==> src/rtl/e203_exu_alu_rglr_q_pkg.sv <==
// Shared definitions for the regular-ALU issue/writeback stage: info-bus field
// positions, default info width and the commit-flag part of a queued result.
package e203_exu_alu_rglr_pkg;

  localparam int unsigned RGLR_INFO_W = 17;

  localparam int unsigned OP2IMM = 0;
  localparam int unsigned OP1PC  = 1;
  localparam int unsigned NOP    = 2;
  localparam int unsigned ADD    = 3;
  localparam int unsigned SUB    = 4;
  localparam int unsigned XOR    = 5;
  localparam int unsigned SLL    = 6;
  localparam int unsigned SRL    = 7;
  localparam int unsigned SRA    = 8;
  localparam int unsigned OR     = 9;
  localparam int unsigned AND    = 10;
  localparam int unsigned SLT    = 11;
  localparam int unsigned SLTU   = 12;
  localparam int unsigned LUI    = 13;
  localparam int unsigned ECAL   = 14;
  localparam int unsigned EBRK   = 15;
  localparam int unsigned WFI    = 16;

  // Low bits of every queue entry; the XLEN-wide result sits above it.
  typedef struct packed {
    logic err;
    logic ecall;
    logic ebreak;
    logic wfi;
  } rglr_cmt_t;

endpackage

==> src/rtl/e203_exu_alu_rglr_q_if.sv <==
// Issue, writeback and datapath-request bundle of the regular-ALU stage.
// master = dispatch/datapath side, slave = the stage itself.
interface e203_exu_alu_rglr_q_if #(
  parameter int unsigned XLEN    = 32,
  parameter int unsigned PC_SIZE = 32,
  parameter int unsigned INFO_W  = e203_exu_alu_rglr_pkg::RGLR_INFO_W
);
  logic              alu_i_valid;
  logic              alu_i_ready;
  logic [XLEN-1:0]   alu_i_rs1;
  logic [XLEN-1:0]   alu_i_rs2;
  logic [XLEN-1:0]   alu_i_imm;
  logic [PC_SIZE-1:0] alu_i_pc;
  logic [INFO_W-1:0] alu_i_info;
  logic              alu_i_flush;

  logic              alu_o_valid;
  logic              alu_o_ready;
  logic [XLEN-1:0]   alu_o_wbck_wdat;
  logic              alu_o_wbck_err;
  logic              alu_o_cmt_ecall;
  logic              alu_o_cmt_ebreak;
  logic              alu_o_cmt_wfi;

  logic alu_req_alu_add, alu_req_alu_sub, alu_req_alu_xor, alu_req_alu_sll;
  logic alu_req_alu_srl, alu_req_alu_sra, alu_req_alu_or,  alu_req_alu_and;
  logic alu_req_alu_slt, alu_req_alu_sltu, alu_req_alu_lui;
  logic [XLEN-1:0]   alu_req_alu_op1;
  logic [XLEN-1:0]   alu_req_alu_op2;
  logic [XLEN-1:0]   alu_req_alu_res;

  modport master (
    output alu_i_valid, alu_i_rs1, alu_i_rs2, alu_i_imm, alu_i_pc, alu_i_info,
           alu_i_flush, alu_o_ready, alu_req_alu_res,
    input  alu_i_ready, alu_o_valid, alu_o_wbck_wdat, alu_o_wbck_err,
           alu_o_cmt_ecall, alu_o_cmt_ebreak, alu_o_cmt_wfi,
           alu_req_alu_add, alu_req_alu_sub, alu_req_alu_xor, alu_req_alu_sll,
           alu_req_alu_srl, alu_req_alu_sra, alu_req_alu_or, alu_req_alu_and,
           alu_req_alu_slt, alu_req_alu_sltu, alu_req_alu_lui,
           alu_req_alu_op1, alu_req_alu_op2
  );

  modport slave (
    input  alu_i_valid, alu_i_rs1, alu_i_rs2, alu_i_imm, alu_i_pc, alu_i_info,
           alu_i_flush, alu_o_ready, alu_req_alu_res,
    output alu_i_ready, alu_o_valid, alu_o_wbck_wdat, alu_o_wbck_err,
           alu_o_cmt_ecall, alu_o_cmt_ebreak, alu_o_cmt_wfi,
           alu_req_alu_add, alu_req_alu_sub, alu_req_alu_xor, alu_req_alu_sll,
           alu_req_alu_srl, alu_req_alu_sra, alu_req_alu_or, alu_req_alu_and,
           alu_req_alu_slt, alu_req_alu_sltu, alu_req_alu_lui,
           alu_req_alu_op1, alu_req_alu_op2
  );

endinterface

==> src/rtl/e203_exu_alu_rglr_q_fifo.sv <==
// Generic DEPTH x W queue with synchronous flush; DEPTH need not be a power of 2.
// Storage is not reset; only pointers and count are.
module e203_exu_alu_rglr_fifo #(
  parameter int unsigned DEPTH = 2,
  parameter int unsigned W     = 36
) (
  input  logic         clk,
  input  logic         rst_n,
  input  logic         flush_i,
  input  logic         push_i,
  input  logic [W-1:0] wdata_i,
  input  logic         pop_i,
  output logic [W-1:0] rdata_o,
  output logic         full_o,
  output logic         empty_o
);
  localparam int unsigned PW = (DEPTH > 1) ? $clog2(DEPTH) : 1;
  localparam int unsigned CW = $clog2(DEPTH + 1);

  logic [W-1:0]  mem_q [DEPTH];
  logic [PW-1:0] wptr_q, wptr_d, rptr_q, rptr_d;
  logic [CW-1:0] cnt_q, cnt_d;
  logic          push_en, pop_en;

  function automatic logic [PW-1:0] ptr_inc(input logic [PW-1:0] p);
    return (p == PW'(DEPTH - 1)) ? '0 : p + 1'b1;
  endfunction

  assign full_o  = (cnt_q == CW'(DEPTH));
  assign empty_o = (cnt_q == '0);
  assign push_en = push_i & ~full_o & ~flush_i;
  assign pop_en  = pop_i & ~empty_o & ~flush_i;
  assign rdata_o = mem_q[rptr_q];

  always_comb begin
    wptr_d = wptr_q;
    rptr_d = rptr_q;
    cnt_d  = cnt_q;
    if (flush_i) begin
      wptr_d = '0;
      rptr_d = '0;
      cnt_d  = '0;
    end else begin
      if (push_en) wptr_d = ptr_inc(wptr_q);
      if (pop_en)  rptr_d = ptr_inc(rptr_q);
      case ({push_en, pop_en})
        2'b10:   cnt_d = cnt_q + 1'b1;
        2'b01:   cnt_d = cnt_q - 1'b1;
        default: cnt_d = cnt_q;
      endcase
    end
  end

  always_ff @(posedge clk or negedge rst_n) begin
    if (!rst_n) begin
      wptr_q <= '0;
      rptr_q <= '0;
      cnt_q  <= '0;
    end else begin
      wptr_q <= wptr_d;
      rptr_q <= rptr_d;
      cnt_q  <= cnt_d;
    end
  end

  always_ff @(posedge clk) begin
    if (push_en) mem_q[wptr_q] <= wdata_i;
  end

endmodule

==> src/rtl/e203_exu_alu_rglr_q.sv <==
// Regular-ALU issue/writeback stage with a DEPTH-entry writeback queue.
// Optional same-cycle bypass when empty: define E203_ALU_RGLR_Q_BYPASS_EN.
module e203_exu_alu_rglr_q
  import e203_exu_alu_rglr_pkg::*;
#(
  parameter int unsigned XLEN    = 32,
  parameter int unsigned PC_SIZE = 32,
  parameter int unsigned DEPTH   = 2,
  parameter int unsigned INFO_W  = RGLR_INFO_W
) (
  input logic                  clk,
  input logic                  rst_n,
  e203_exu_alu_rglr_q_if.slave bus
);
  localparam int unsigned EW = XLEN + $bits(rglr_cmt_t);

  logic [INFO_W-1:0] info;
  logic              vld, is_nop;
  rglr_cmt_t         cmt_in, cmt_out;
  logic [XLEN-1:0]   wdat_in, wdat_out;
  logic [EW-1:0]     entry_in, entry_q, entry_out;
  logic              full, empty, push, pop, bypass;

  assign info   = bus.alu_i_info;
  assign vld    = bus.alu_i_valid;
  assign is_nop = info[NOP];

  // NOP rides the adder with both operands zeroed.
  assign bus.alu_req_alu_add  = vld & (info[ADD] | is_nop);
  assign bus.alu_req_alu_sub  = vld & info[SUB];
  assign bus.alu_req_alu_xor  = vld & info[XOR];
  assign bus.alu_req_alu_sll  = vld & info[SLL];
  assign bus.alu_req_alu_srl  = vld & info[SRL];
  assign bus.alu_req_alu_sra  = vld & info[SRA];
  assign bus.alu_req_alu_or   = vld & info[OR];
  assign bus.alu_req_alu_and  = vld & info[AND];
  assign bus.alu_req_alu_slt  = vld & info[SLT];
  assign bus.alu_req_alu_sltu = vld & info[SLTU];
  assign bus.alu_req_alu_lui  = vld & info[LUI];

  assign bus.alu_req_alu_op1 = is_nop      ? '0 :
                               info[OP1PC]  ? XLEN'(bus.alu_i_pc) : bus.alu_i_rs1;
  assign bus.alu_req_alu_op2 = is_nop      ? '0 :
                               info[OP2IMM] ? bus.alu_i_imm : bus.alu_i_rs2;

  always_comb begin
    cmt_in        = '0;
    cmt_in.ecall  = info[ECAL];
    cmt_in.ebreak = info[EBRK];
    cmt_in.wfi    = info[WFI];
    cmt_in.err    = info[ECAL] | info[EBRK] | info[WFI];
  end

  assign wdat_in  = cmt_in.err ? '0 : bus.alu_req_alu_res;
  assign entry_in = {wdat_in, cmt_in};

`ifdef E203_ALU_RGLR_Q_BYPASS_EN
  assign bypass = empty & bus.alu_o_ready & ~bus.alu_i_flush;
`else
  assign bypass = 1'b0;
`endif

  assign bus.alu_i_ready = ~full & ~bus.alu_i_flush;
  assign push            = vld & bus.alu_i_ready & ~bypass;
  assign bus.alu_o_valid = bypass ? vld : ~empty;
  assign pop             = bus.alu_o_valid & bus.alu_o_ready;
  assign entry_out       = bypass ? entry_in : entry_q;
  assign {wdat_out, cmt_out} = entry_out;

  assign bus.alu_o_wbck_wdat  = wdat_out;
  assign bus.alu_o_wbck_err   = cmt_out.err;
  assign bus.alu_o_cmt_ecall  = cmt_out.ecall;
  assign bus.alu_o_cmt_ebreak = cmt_out.ebreak;
  assign bus.alu_o_cmt_wfi    = cmt_out.wfi;

  e203_exu_alu_rglr_fifo #(
    .DEPTH (DEPTH),
    .W     (EW)
  ) u_fifo (
    .clk     (clk),
    .rst_n   (rst_n),
    .flush_i (bus.alu_i_flush),
    .push_i  (push),
    .wdata_i (entry_in),
    .pop_i   (pop),
    .rdata_o (entry_q),
    .full_o  (full),
    .empty_o (empty)
  );

endmodule

==> src/flat_wrapper.sv <==
// flat-port wrapper written by rule: the top's interface ports become plain ports
module e203_exu_alu_rglr_q_flat import e203_exu_alu_rglr_pkg::*;
#(
  parameter int unsigned XLEN    = 32,
  parameter int unsigned PC_SIZE = 32,
  parameter int unsigned DEPTH   = 2,
  parameter int unsigned INFO_W  = RGLR_INFO_W
)
  (clk, rst_n, bus_alu_i_valid, bus_alu_i_rs1, bus_alu_i_rs2, bus_alu_i_imm, bus_alu_i_pc, bus_alu_i_info, bus_alu_i_flush, bus_alu_o_ready, bus_alu_req_alu_res, bus_alu_i_ready, bus_alu_o_valid, bus_alu_o_wbck_wdat, bus_alu_o_wbck_err, bus_alu_o_cmt_ecall, bus_alu_o_cmt_ebreak, bus_alu_o_cmt_wfi, bus_alu_req_alu_add, bus_alu_req_alu_sub, bus_alu_req_alu_xor, bus_alu_req_alu_sll, bus_alu_req_alu_srl, bus_alu_req_alu_sra, bus_alu_req_alu_or, bus_alu_req_alu_and, bus_alu_req_alu_slt, bus_alu_req_alu_sltu, bus_alu_req_alu_lui, bus_alu_req_alu_op1, bus_alu_req_alu_op2);
  e203_exu_alu_rglr_q_if #(.XLEN(XLEN), .PC_SIZE(PC_SIZE), .INFO_W(INFO_W)) bus_i ();
  input logic clk;
  input logic rst_n;
  input wire logic [$bits(bus_i.alu_i_valid)-1:0] bus_alu_i_valid;
  input wire logic [$bits(bus_i.alu_i_rs1)-1:0] bus_alu_i_rs1;
  input wire logic [$bits(bus_i.alu_i_rs2)-1:0] bus_alu_i_rs2;
  input wire logic [$bits(bus_i.alu_i_imm)-1:0] bus_alu_i_imm;
  input wire logic [$bits(bus_i.alu_i_pc)-1:0] bus_alu_i_pc;
  input wire logic [$bits(bus_i.alu_i_info)-1:0] bus_alu_i_info;
  input wire logic [$bits(bus_i.alu_i_flush)-1:0] bus_alu_i_flush;
  input wire logic [$bits(bus_i.alu_o_ready)-1:0] bus_alu_o_ready;
  input wire logic [$bits(bus_i.alu_req_alu_res)-1:0] bus_alu_req_alu_res;
  output wire logic [$bits(bus_i.alu_i_ready)-1:0] bus_alu_i_ready;
  output wire logic [$bits(bus_i.alu_o_valid)-1:0] bus_alu_o_valid;
  output wire logic [$bits(bus_i.alu_o_wbck_wdat)-1:0] bus_alu_o_wbck_wdat;
  output wire logic [$bits(bus_i.alu_o_wbck_err)-1:0] bus_alu_o_wbck_err;
  output wire logic [$bits(bus_i.alu_o_cmt_ecall)-1:0] bus_alu_o_cmt_ecall;
  output wire logic [$bits(bus_i.alu_o_cmt_ebreak)-1:0] bus_alu_o_cmt_ebreak;
  output wire logic [$bits(bus_i.alu_o_cmt_wfi)-1:0] bus_alu_o_cmt_wfi;
  output wire logic [$bits(bus_i.alu_req_alu_add)-1:0] bus_alu_req_alu_add;
  output wire logic [$bits(bus_i.alu_req_alu_sub)-1:0] bus_alu_req_alu_sub;
  output wire logic [$bits(bus_i.alu_req_alu_xor)-1:0] bus_alu_req_alu_xor;
  output wire logic [$bits(bus_i.alu_req_alu_sll)-1:0] bus_alu_req_alu_sll;
  output wire logic [$bits(bus_i.alu_req_alu_srl)-1:0] bus_alu_req_alu_srl;
  output wire logic [$bits(bus_i.alu_req_alu_sra)-1:0] bus_alu_req_alu_sra;
  output wire logic [$bits(bus_i.alu_req_alu_or)-1:0] bus_alu_req_alu_or;
  output wire logic [$bits(bus_i.alu_req_alu_and)-1:0] bus_alu_req_alu_and;
  output wire logic [$bits(bus_i.alu_req_alu_slt)-1:0] bus_alu_req_alu_slt;
  output wire logic [$bits(bus_i.alu_req_alu_sltu)-1:0] bus_alu_req_alu_sltu;
  output wire logic [$bits(bus_i.alu_req_alu_lui)-1:0] bus_alu_req_alu_lui;
  output wire logic [$bits(bus_i.alu_req_alu_op1)-1:0] bus_alu_req_alu_op1;
  output wire logic [$bits(bus_i.alu_req_alu_op2)-1:0] bus_alu_req_alu_op2;
  assign bus_i.alu_i_valid = bus_alu_i_valid;
  assign bus_i.alu_i_rs1 = bus_alu_i_rs1;
  assign bus_i.alu_i_rs2 = bus_alu_i_rs2;
  assign bus_i.alu_i_imm = bus_alu_i_imm;
  assign bus_i.alu_i_pc = bus_alu_i_pc;
  assign bus_i.alu_i_info = bus_alu_i_info;
  assign bus_i.alu_i_flush = bus_alu_i_flush;
  assign bus_i.alu_o_ready = bus_alu_o_ready;
  assign bus_i.alu_req_alu_res = bus_alu_req_alu_res;
  assign bus_alu_i_ready = bus_i.alu_i_ready;
  assign bus_alu_o_valid = bus_i.alu_o_valid;
  assign bus_alu_o_wbck_wdat = bus_i.alu_o_wbck_wdat;
  assign bus_alu_o_wbck_err = bus_i.alu_o_wbck_err;
  assign bus_alu_o_cmt_ecall = bus_i.alu_o_cmt_ecall;
  assign bus_alu_o_cmt_ebreak = bus_i.alu_o_cmt_ebreak;
  assign bus_alu_o_cmt_wfi = bus_i.alu_o_cmt_wfi;
  assign bus_alu_req_alu_add = bus_i.alu_req_alu_add;
  assign bus_alu_req_alu_sub = bus_i.alu_req_alu_sub;
  assign bus_alu_req_alu_xor = bus_i.alu_req_alu_xor;
  assign bus_alu_req_alu_sll = bus_i.alu_req_alu_sll;
  assign bus_alu_req_alu_srl = bus_i.alu_req_alu_srl;
  assign bus_alu_req_alu_sra = bus_i.alu_req_alu_sra;
  assign bus_alu_req_alu_or = bus_i.alu_req_alu_or;
  assign bus_alu_req_alu_and = bus_i.alu_req_alu_and;
  assign bus_alu_req_alu_slt = bus_i.alu_req_alu_slt;
  assign bus_alu_req_alu_sltu = bus_i.alu_req_alu_sltu;
  assign bus_alu_req_alu_lui = bus_i.alu_req_alu_lui;
  assign bus_alu_req_alu_op1 = bus_i.alu_req_alu_op1;
  assign bus_alu_req_alu_op2 = bus_i.alu_req_alu_op2;
  e203_exu_alu_rglr_q #(.XLEN(XLEN), .PC_SIZE(PC_SIZE), .DEPTH(DEPTH), .INFO_W(INFO_W)) u_core (.clk(clk), .rst_n(rst_n), .bus(bus_i));
endmodule
==> config.mk <==
export PLATFORM = sky130hd
export DESIGN_NAME = e203_exu_alu_rglr_q_flat
export DESIGN_NICKNAME = d
export VERILOG_FILES = /design/src/rtl/e203_exu_alu_rglr_q_pkg.sv /design/src/rtl/e203_exu_alu_rglr_q_if.sv /design/src/rtl/e203_exu_alu_rglr_q_fifo.sv /design/src/rtl/e203_exu_alu_rglr_q.sv /design/src/flat_wrapper.sv
export SDC_FILE = /design/constraint.sdc
export NUM_CORES = 1
export LEC_CHECK = 0
export CORE_ASPECT_RATIO = 1.5
export CORE_MARGIN = 2
export CORE_UTILIZATION = 32
export DETAILED_ROUTE_END_ITERATION = 8
export PLACE_DENSITY = 0.84
export SLEW_MARGIN = 15
export SYNTH_ARGS = -nofsm -noshare
export SYNTH_HDL_FRONTEND = slang
export SYNTH_SLANG_ARGS = --single-unit
==> constraint.sdc <==
create_clock -name clk -period 4.6 [get_ports clk]
set_clock_uncertainty 0.1 [all_clocks]
set_input_delay 0.46 -clock clk [delete_from_list [all_inputs] [get_ports clk]]
set_output_delay 0.46 -clock clk [all_outputs]
set_load 0.02 [all_outputs]
After elaboration in Yosys (flattened, before gate mapping)
Memories as Yosys holds them, arrays and structs flattened.
Index checks and enable logic that the tools add are counted.
- flip-flop bits (word level): 4
- latch bits: 0
- RAM bits: 72
- memory bits (read-only): 0
- input port bits: 182
- output and inout bits: 113
- memories: 1
- memory list (memory ; depth ; width ; read ports ; clocked after memory_dff ; write ports ; RTL line ; text):
    u_core.u_fifo.mem_q ; 2 ; 36 ; 1 ; 0 ; 1 ; e203_exu_alu_rglr_q_fifo.sv:20 ; logic [W-1:0] mem_q [DEPTH];
- $add $sub $neg: 4
- multiply operators: 0
- divide/modulo/power cells: 0
- $lt $le $gt $ge: 0
- equal/unequal tests: 3
- shift operators: 0
- mux-type cells: 15
- bitwise operators: 24
- reductions and logical operators: 4
- operators by type and width (operator ; count):
    $mux 32 ; 5
    $and 1x1->1 ; 18
    $mux 1 ; 8
    $eq 2x2->1 const B ; 2
    $pmux 2 s2 ; 1
    $reduce_bool 2->1 ; 2
    $not 1->1 ; 3
    $or 1x1->1 ; 3
    $reduce_bool 3->1 ; 1
    $add 1x1->1 const B ; 2
    $add 2x1->2 const B ; 1
    $eq 2x1->1 const B ; 1
    $logic_not 2->1 ; 1
    $mux 2 ; 1
    $sub 2x1->2 const B ; 1

Logic depth before layout (Yosys ltp)
Gate-level depths: netlist (run 1).
- depth after elaboration: 9
- gate-level depth with buffers: 4
- depth with buffers taken out: 3

Hierarchy
A second synthesis (run 1) with hierarchy kept.
- cell total of the unflattened synthesis: 333
- area, all modules: 4175.3 µm²
- modules (own cells, without submodules) (module ; times used ; cells an instance ; area each (µm²) ; sequential area each (µm²)):
    e203_exu_alu_rglr_fifo ; 1 ; 137 ; 2807.7 ; 2262.2
    e203_exu_alu_rglr_q ; 1 ; 196 ; 1367.6 ; 0.0

Worst setup path before layout (run 1)
OpenSTA, ideal clock, no wires.
- path kind: input port to flip-flop
- from: in bus_alu_i_flush
- to: mem u_core.u_fifo.mem_q[0][0], enable pin
- data arrival time: 4.039 ns
- setup slack: -0.059 ns
- stages: 1
- path buffers: 0
- cell sequence: nor4_1
- cells in the longest elaborated chain, start to end: 7
- RTL lines (element ; RTL line ; text):
    from (decl) ; flat_wrapper.sv:19 ; input wire logic [$bits(bus_i.alu_i_flush)-1:0] bus_alu_i_flush;
    $not 1->1 * ; e203_exu_alu_rglr_q_fifo.sv:31, e203_exu_alu_rglr_q.sv:63 ;
    $and 1x1->1 ; e203_exu_alu_rglr_q.sv:63 ; assign bus.alu_i_ready = ~full & ~bus.alu_i_flush;
    $and 1x1->1 ; e203_exu_alu_rglr_q.sv:64 ; assign push = vld & bus.alu_i_ready & ~bypass;
    $and 1x1->1 ; e203_exu_alu_rglr_q_fifo.sv:31 ; assign push_en = push_i & ~full_o & ~flush_i;
    $and 1x1->1 * ; e203_exu_alu_rglr_q_fifo.sv:31 ;
    $mux 1 * ; e203_exu_alu_rglr_q_fifo.sv:67 ; if (push_en) mem_q[wptr_q] <= wdata_i;
    $mux 1 (implied by the code) * ; e203_exu_alu_rglr_q_fifo.sv:67 ;
    to (decl) ; e203_exu_alu_rglr_q_fifo.sv:20 ;
Mark *: on every way between the ends. The rest lies on a longest branch, timed or not.

Worst setup path after layout (run 1)
- from: in bus_alu_i_info[1]
- to: out bus_alu_req_alu_op1[1]
- cells in the longest elaborated chain, start to end: 2
- RTL lines (element ; RTL line ; text):
    from (decl) ; flat_wrapper.sv:18 ; input wire logic [$bits(bus_i.alu_i_info)-1:0] bus_alu_i_info;
    $mux 32 ; e203_exu_alu_rglr_q.sv:42 ; info[OP1PC] ? XLEN'(bus.alu_i_pc) : bus.alu_i_rs1;
    $mux 32 ; e203_exu_alu_rglr_q.sv:41 ; assign bus.alu_req_alu_op1 = is_nop ? '0 :
    to (decl) ; flat_wrapper.sv:40 ; output wire logic [$bits(bus_i.alu_req_alu_op1)-1:0] bus_alu_req_alu_op1;
Every way passes these cells.

==> run_results.csv, run 1 <==
group,metric,value,unit
critical_path,endpoint,"bus_alu_req_alu_op1[1]",
global_routing,grt_use_met3,0.0754,
outcome,outcome,"finished clean",
global_routing,grt_pass1_wl,22.0,mm
placement,io_buffers,294,
detailed_routing,post_drt_wl_per_cell,20.5,um
detailed_routing,dr.first_iter.drc_count,170,
global_routing,antenna_found_initial,3,
placement,placed_area,7120,um2
detailed_routing,wirelength,15.9,mm
floorplan,die_area,13600,um2
synth,syn_inst,330,
power,peakVddDrop,0.138,mV
synth,syn_avg_cell_area,12.3,um2
global_routing,busiest_layer,"met2",
global_routing,grt_overflow,0,
critical_path,critPathRequiredTime,4.04,ns
critical_path,worstPathCellList,"buf_2 > mux2i_1 > nor2_1 > clkdlybuf4s50_1",
cts,hold_buffers,0,
cells_and_area,utilization,0.596,
critical_path,critPathMaxStageDelay,0.76,ns
cts,postCtsSetupBuffers,0,
sta,max_slew.worst_pin.slew,1.17,ns
power,p_sw,534,uW
cts,clock_path_buffers,2,
sta,relSlewSlack,0.220,
detailed_routing,drtPass1Iterations,4,
critical_path,crit_slowest_cell,"buf_2",
critical_path,cp_max_fo,32,
cells_and_area,fin_area,7420,um2
power,pwr-share-seq,0.382,
cells_and_area,fin_nets,797,
detailed_routing,via_count,3683,
power,powerDensity,277,nW/um2
synth,ys_warn_count,0,
sta,fin_tns_setup,0,ns
cells_and_area,layout_common_cells,"clkdlybuf4s50_1, edfxtp_1, nor2_1",
power,p_leak,0.00287,uW
sta,rsz0062_at_grt,"false",
synth,synth_ff_type,"edfxtp_1",
cells_and_area,drive_gt1_frac,0.102,
critical_path,worst-path-stages,4,
floorplan,start_util,0.325,
cts,cts_max_level,3,
synth,synthTopCellsByArea,"edfxtp_1, mux2i_1, mux2_2",
power,clockPowerShare,0.344,
run,maxCapViolations,0,
critical_path,arrival,2.42,ns
critical_path,crit_path_start_kind,"primary input",
cts,clockRootBuffer,"clkbuf_16",
global_routing,grt_use_total,0.227,
global_routing,grt_pass1_vias,3915,
sta,finalCritPeriodShare,0.648,
sta,hold_violations,0,
critical_path,r2r_slack,2.55,ns
power,switching_share,0.260,
synth,synthesis.nets,512,
critical_path,reg2regPathDepth,3,
sta,layout_min_cycle_time,2.98,ns
floorplan,fp-row-count,50,
synth,synth-edff-count,72,
synth,ys_seq_elements,76,
synth,synth.cell_area,4050,um2
detailed_routing,via_per_inst,4.75,
synth,async_flop_share,0.0526,
placement,post-dp-hpwl,13.0,mm
floorplan,chipWidth,95.9,um
global_routing,grt_start_max_net_pins,66,
floorplan,core_area,12400,um2
power,p_comb_frac,0.274,
critical_path,cpLargestDelayFamily,"buffers and inverters",
synth,synth_cell_types,26,
sta,drv_slew,0,
cts,cts_tree,"built",
global_routing,gr-usage-met2,0.397,
cts,clk_pin_slew,0.05,ns
cts,clkLatencyLatePin,0.32,ns
critical_path,crit_type,"in -> out",
global_routing,grtUsageMet1,0.256,
power,p_int,1520,uW
detailed_routing,postRouteAntennaNets,0,
cells_and_area,area_growth_syn_to_layout,83.2,%
critical_path,critPathLaunch,"bus_alu_i_info[1]",
cts,clock-sinks,76,
critical_path,rr_endpoint,"u_core.u_fifo.mem_q[1][34]",
critical_path,timing.rr.start,"u_core.u_fifo.cnt_q[1]",
sta,setup_viol,0,
cells_and_area,final_common_cell,"clkdlybuf4s50_1",
cts,post_cts_resize_count,0,
cts,numCtsBuffers,9,
floorplan,die_h,142,um
cells_and_area,antennaDiodeCount,0,
synth,synth_top_area_frac,0.534,
placement,gp_congestion,0.960,
hold_path,min_path_type,"in -> async",
synth,synth_top_area_cell,"edfxtp_1",
synth,synth-seq-area-share,0.558,
critical_path,worst-path-buf-inv,2,
sta,max_freq,335,MHz
detailed_routing,drc_errors,0,
critical_path,crit_path_end_kind,"output port",
floorplan,ios,295,
-- routing by layer --
| metal | part of all wire | wire, um |
|---|---|---|
| met5 | 0.0025 | 39 |
| met1 | 0.37 | 5920 |
| met2 | 0.50 | 7930 |
| met4 | 0.024 | 379 |
| met3 | 0.10 | 1620 |
-- cell families after synthesis --
| kind of cell | after synthesis | share of synthesized area |
|---|---|---|
| flops | 76 | 0.558 |
| xor+xnor | 1 | 0.00216 |
| buf+inv | 25 | 0.0269 |
| mux | 100 | 0.258 |
| simple gates | 121 | 0.145 |
| compound gates | 7 | 0.00988 |
-- worst min-delay path by stage --
stage / depth (start not counted) / endpoint / slack, ns / from
2_1_floorplan: 0 / u_core.u_fifo.cnt_q[0] / 0.06 / rst_n
3_3_place_gp: 2 / u_core.u_fifo.rptr_q / 0.42 / u_core.u_fifo.rptr_q
3_5_place_dp: 2 / u_core.u_fifo.rptr_q / 0.45 / u_core.u_fifo.rptr_q
4_1_cts: 1 / u_core.u_fifo.wptr_q / 0.23 / rst_n
5_1_grt: 1 / u_core.u_fifo.rptr_q / 0.24 / rst_n
6_report: 1 / u_core.u_fifo.wptr_q / 0.24 / rst_n
-- Yosys cell counts, drive strengths merged (2+ instances only) --
library cell   n
a21oi          2
nor2          69
o21ai          3
inv            2
dfrtp          4
buf           13
edfxtp        72
clkbuf        10
mux2i         64
and2          42
mux2          36
-- cell type report --
cell class / count / area, um2
Tap cell: 156 / 195
Fill cell: 997 / 5030
Inverter: 2 / 7.51
Clock buffer: 9 / 225
Sequential cell: 76 / 2260
Clock inverter: 7 / 81.3
Timing Repair Buffer: 297 / 2950
Multi-Input combinational cell: 229 / 1700
-- power groups by stage --
| stage | registers [uW] | clock network, uW | logic, uW |
|---|---|---|---|
| after floorplan | 796 | 0 | 231 |
| final | 784 | 707 | 562 |
| after CTS | 784 | 725 | 567 |
| after global placement | 797 | 0 | 560 |
| after detailed placement | 798 | 0 | 565 |
| after global routing | 786 | 746 | 594 |
-- flip-flops by register name, summed over array words and instances (netlist names) --
| name | count |
|---|---|
| u_core.u_fifo.wptr_q | 1 |
| u_core.u_fifo.rptr_q | 1 |
| u_core.u_fifo.cnt_q | 2 |
| u_core.u_fifo.mem_q | 72 |
-- stage by stage --
stage / cells / hold slack, ns / setup WS, ns / total power (uW)
3_5_place_dp: 760 / 0.449 / 1.64 / 1360
6_report: 776 / 0.236 / 1.62 / 2050
4_1_cts: 776 / 0.229 / 1.64 / 2080
2_1_floorplan: 330 / 0.0644 / 1.47 / 1030
3_3_place_gp: 760 / 0.421 / 1.68 / 1360
5_1_grt: 776 / 0.245 / 1.54 / 2130
Note: power is estimated with default switching activity, not from simulation.
==> inputs of run 2 (changes only) <==
Clock period 4.6 ns to 2.6 ns, I/O delays scaled along.
==> run_results.csv, run 2 (synthesized netlist as in run 1, its figures left out) <==
group,metric,value,unit
hold_path,min_path_type,"in -> async",
cells_and_area,multi_input_area,1700,um2
cells_and_area,area_growth_syn_to_layout,86.8,%
sta,setup_viol,0,
cts,clk_pin_slew,0.05,ns
critical_path,rr_endpoint,"u_core.u_fifo.mem_q[1][3]",
cells_and_area,layout_common_cells,"clkdlybuf4s50_1, edfxtp_1, nor2_1",
critical_path,crit_type,"reg -> out",
detailed_routing,via_per_inst,4.80,
critical_path,crit_path_start_kind,"flop",
cts,clock_path_buffers,2,
global_routing,grt_overflow,0,
sta,layout_min_cycle_time,2.25,ns
floorplan,fp-row-count,50,
global_routing,antenna_found_initial,20,
cells_and_area,drive_gt1_frac,0.110,
placement,post-dp-hpwl,13.6,mm
detailed_routing,via_count,3801,
critical_path,crit_path_end_kind,"output port",
detailed_routing,dr.first_iter.drc_count,149,
cts,cts_max_level,3,
cells_and_area,reg_top3,"u_core.u_fifo.mem_q (72), u_core.u_fifo.cnt_q (2)",
sta,finalCritPeriodShare,0.865,
floorplan,core_area,12400,um2
floorplan,die_h,142,um
sta,rsz0062_at_grt,"false",
detailed_routing,drtPass1Iterations,4,
detailed_routing,drc_errors,0,
power,p_leak,0.00293,uW
global_routing,grt_pass1_wl,23.1,mm
floorplan,start_util,0.325,
cells_and_area,regArea,2260,um2
sta,setup_ws,0.352,ns
cells_and_area,utilization,0.608,
cts,clock-sinks,76,
critical_path,r2r_slack,0.86,ns
detailed_routing,postRouteAntennaNets,0,
cells_and_area,fillers,972,
detailed_routing,post_drt_wl_per_cell,21.3,um
floorplan,ios,295,
cts,clkLatencyLatePin,0.32,ns
sta,drv_slew,0,
cells_and_area,fin_nets,802,
floorplan,die_area,13600,um2
placement,gp_congestion,0.839,
sta,hold_violations,0,
critical_path,arrival,1.89,ns
sta,relSlewSlack,0.692,
critical_path,reg2regPathDepth,4,
critical_path,critPathRequiredTime,2.24,ns
global_routing,grt_use_total,0.241,
cts,cts_tree,"built",
cts,clockRootBuffer,"clkbuf_16",
cells_and_area,final_common_cell,"clkdlybuf4s50_1",
power,peakVddDrop,0.316,mV
cells_and_area,largest_register_ffs,72,
sta,max_freq,445,MHz
global_routing,grt_start_max_net_pins,38,
critical_path,critPathLaunch,"u_core.u_fifo.rptr_q",
placement,pre_cts_slack,0.411,ns
floorplan,chipWidth,95.9,um
run,maxCapViolations,0,
cts,numCtsBuffers,9,
cts,hold_buffers,0,
placement,io_buffers,294,
critical_path,cp_max_fo,37,
cells_and_area,regMostFlops,"u_core.u_fifo.mem_q",
power,powerDensity,490,nW/um2
cts,post_cts_resize_count,0,
detailed_routing,wirelength,16.8,mm
cts,postCtsSetupBuffers,0,
sta,max_slew.worst_pin.slew,0.462,ns
critical_path,timing.rr.start,"u_core.u_fifo.cnt_q[0]",
global_routing,grt_pass1_vias,3968,
outcome,outcome,"finished clean",
sta,fin_tns_setup,0,ns
run 2: changes by cell type in the layout (fill, tap and decap cells not counted):
cell / before / now
inv_8: 1 / 0
dfrtp_2: 0 / 1
clkinv_2: 0 / 1
dfrtp_1: 4 / 3
buf_12: 0 / 5
inv_6: 2 / 1
clkinvlp_4: 3 / 1
clkinv_4: 0 / 2
diode_2: 0 / 11
bufinv_16: 1 / 2
run 2: layer usage:
metal  up-vias  global-route usage  routed length [um]
met5         -                   0                  96
met4        14              0.0737                 329
met3        38               0.170                2640
met2       248               0.400                7770
met1      1741               0.236                5990
li1       1760                   -                   -
run 2: metrics by stage:
| step | std cells | power [uW] | instance area [um2] | hold WS (ns) |
|---|---|---|---|---|
| finish | 792 | 3710 | 7570 | 0.0420 |
| detailed placement | 765 | 2420 | 7220 | 0.381 |
| global route | 782 | 3830 | 7540 | 0.0420 |
| floorplan | 330 | 1820 | 4070 | -0.136 |
| global placement | 765 | 2400 | 7220 | 0.382 |
| CTS | 781 | 3740 | 7540 | 0.0365 |
run 2: cell type report:
cell class,instances,area share
repair buffers,302,0.403
well taps,156,0.0258
diodes,11,0.00364
flip-flops and latches,76,0.299
inverters,2,0.000992
clock buffers,9,0.0298
multi-input cells,229,0.225
clock inverters,7,0.0131
run 2: critical path: stages (launching register included):
cell	delay [ns]
dfrtp_2	0.37
buf_12	0.23
mux2_2	0.36
clkdlybuf4s50_1	0.57
run 2: worst max path at each step:
stage,to,slack (ns)
CTS,bus_alu_o_wbck_wdat[23],0.33
global route,bus_alu_req_alu_add,0.29
global placement,bus_alu_req_alu_add,0.46
finish,bus_alu_o_wbck_wdat[23],0.35
floorplan,u_core.u_fifo.mem_q[0][0],0.33
detailed placement,bus_alu_req_alu_add,0.41
run 2: power by group:
group | internal (uW) | total, uW | leakage [uW] | switching (uW)
combinational | 570 | 1000 | 0.00201 | 430
sequential | 1380 | 1390 | 0.000764 | 13.2
clock | 844 | 1320 | 0.000156 | 477
total | 2790 | 3710 | 0.00293 | 920
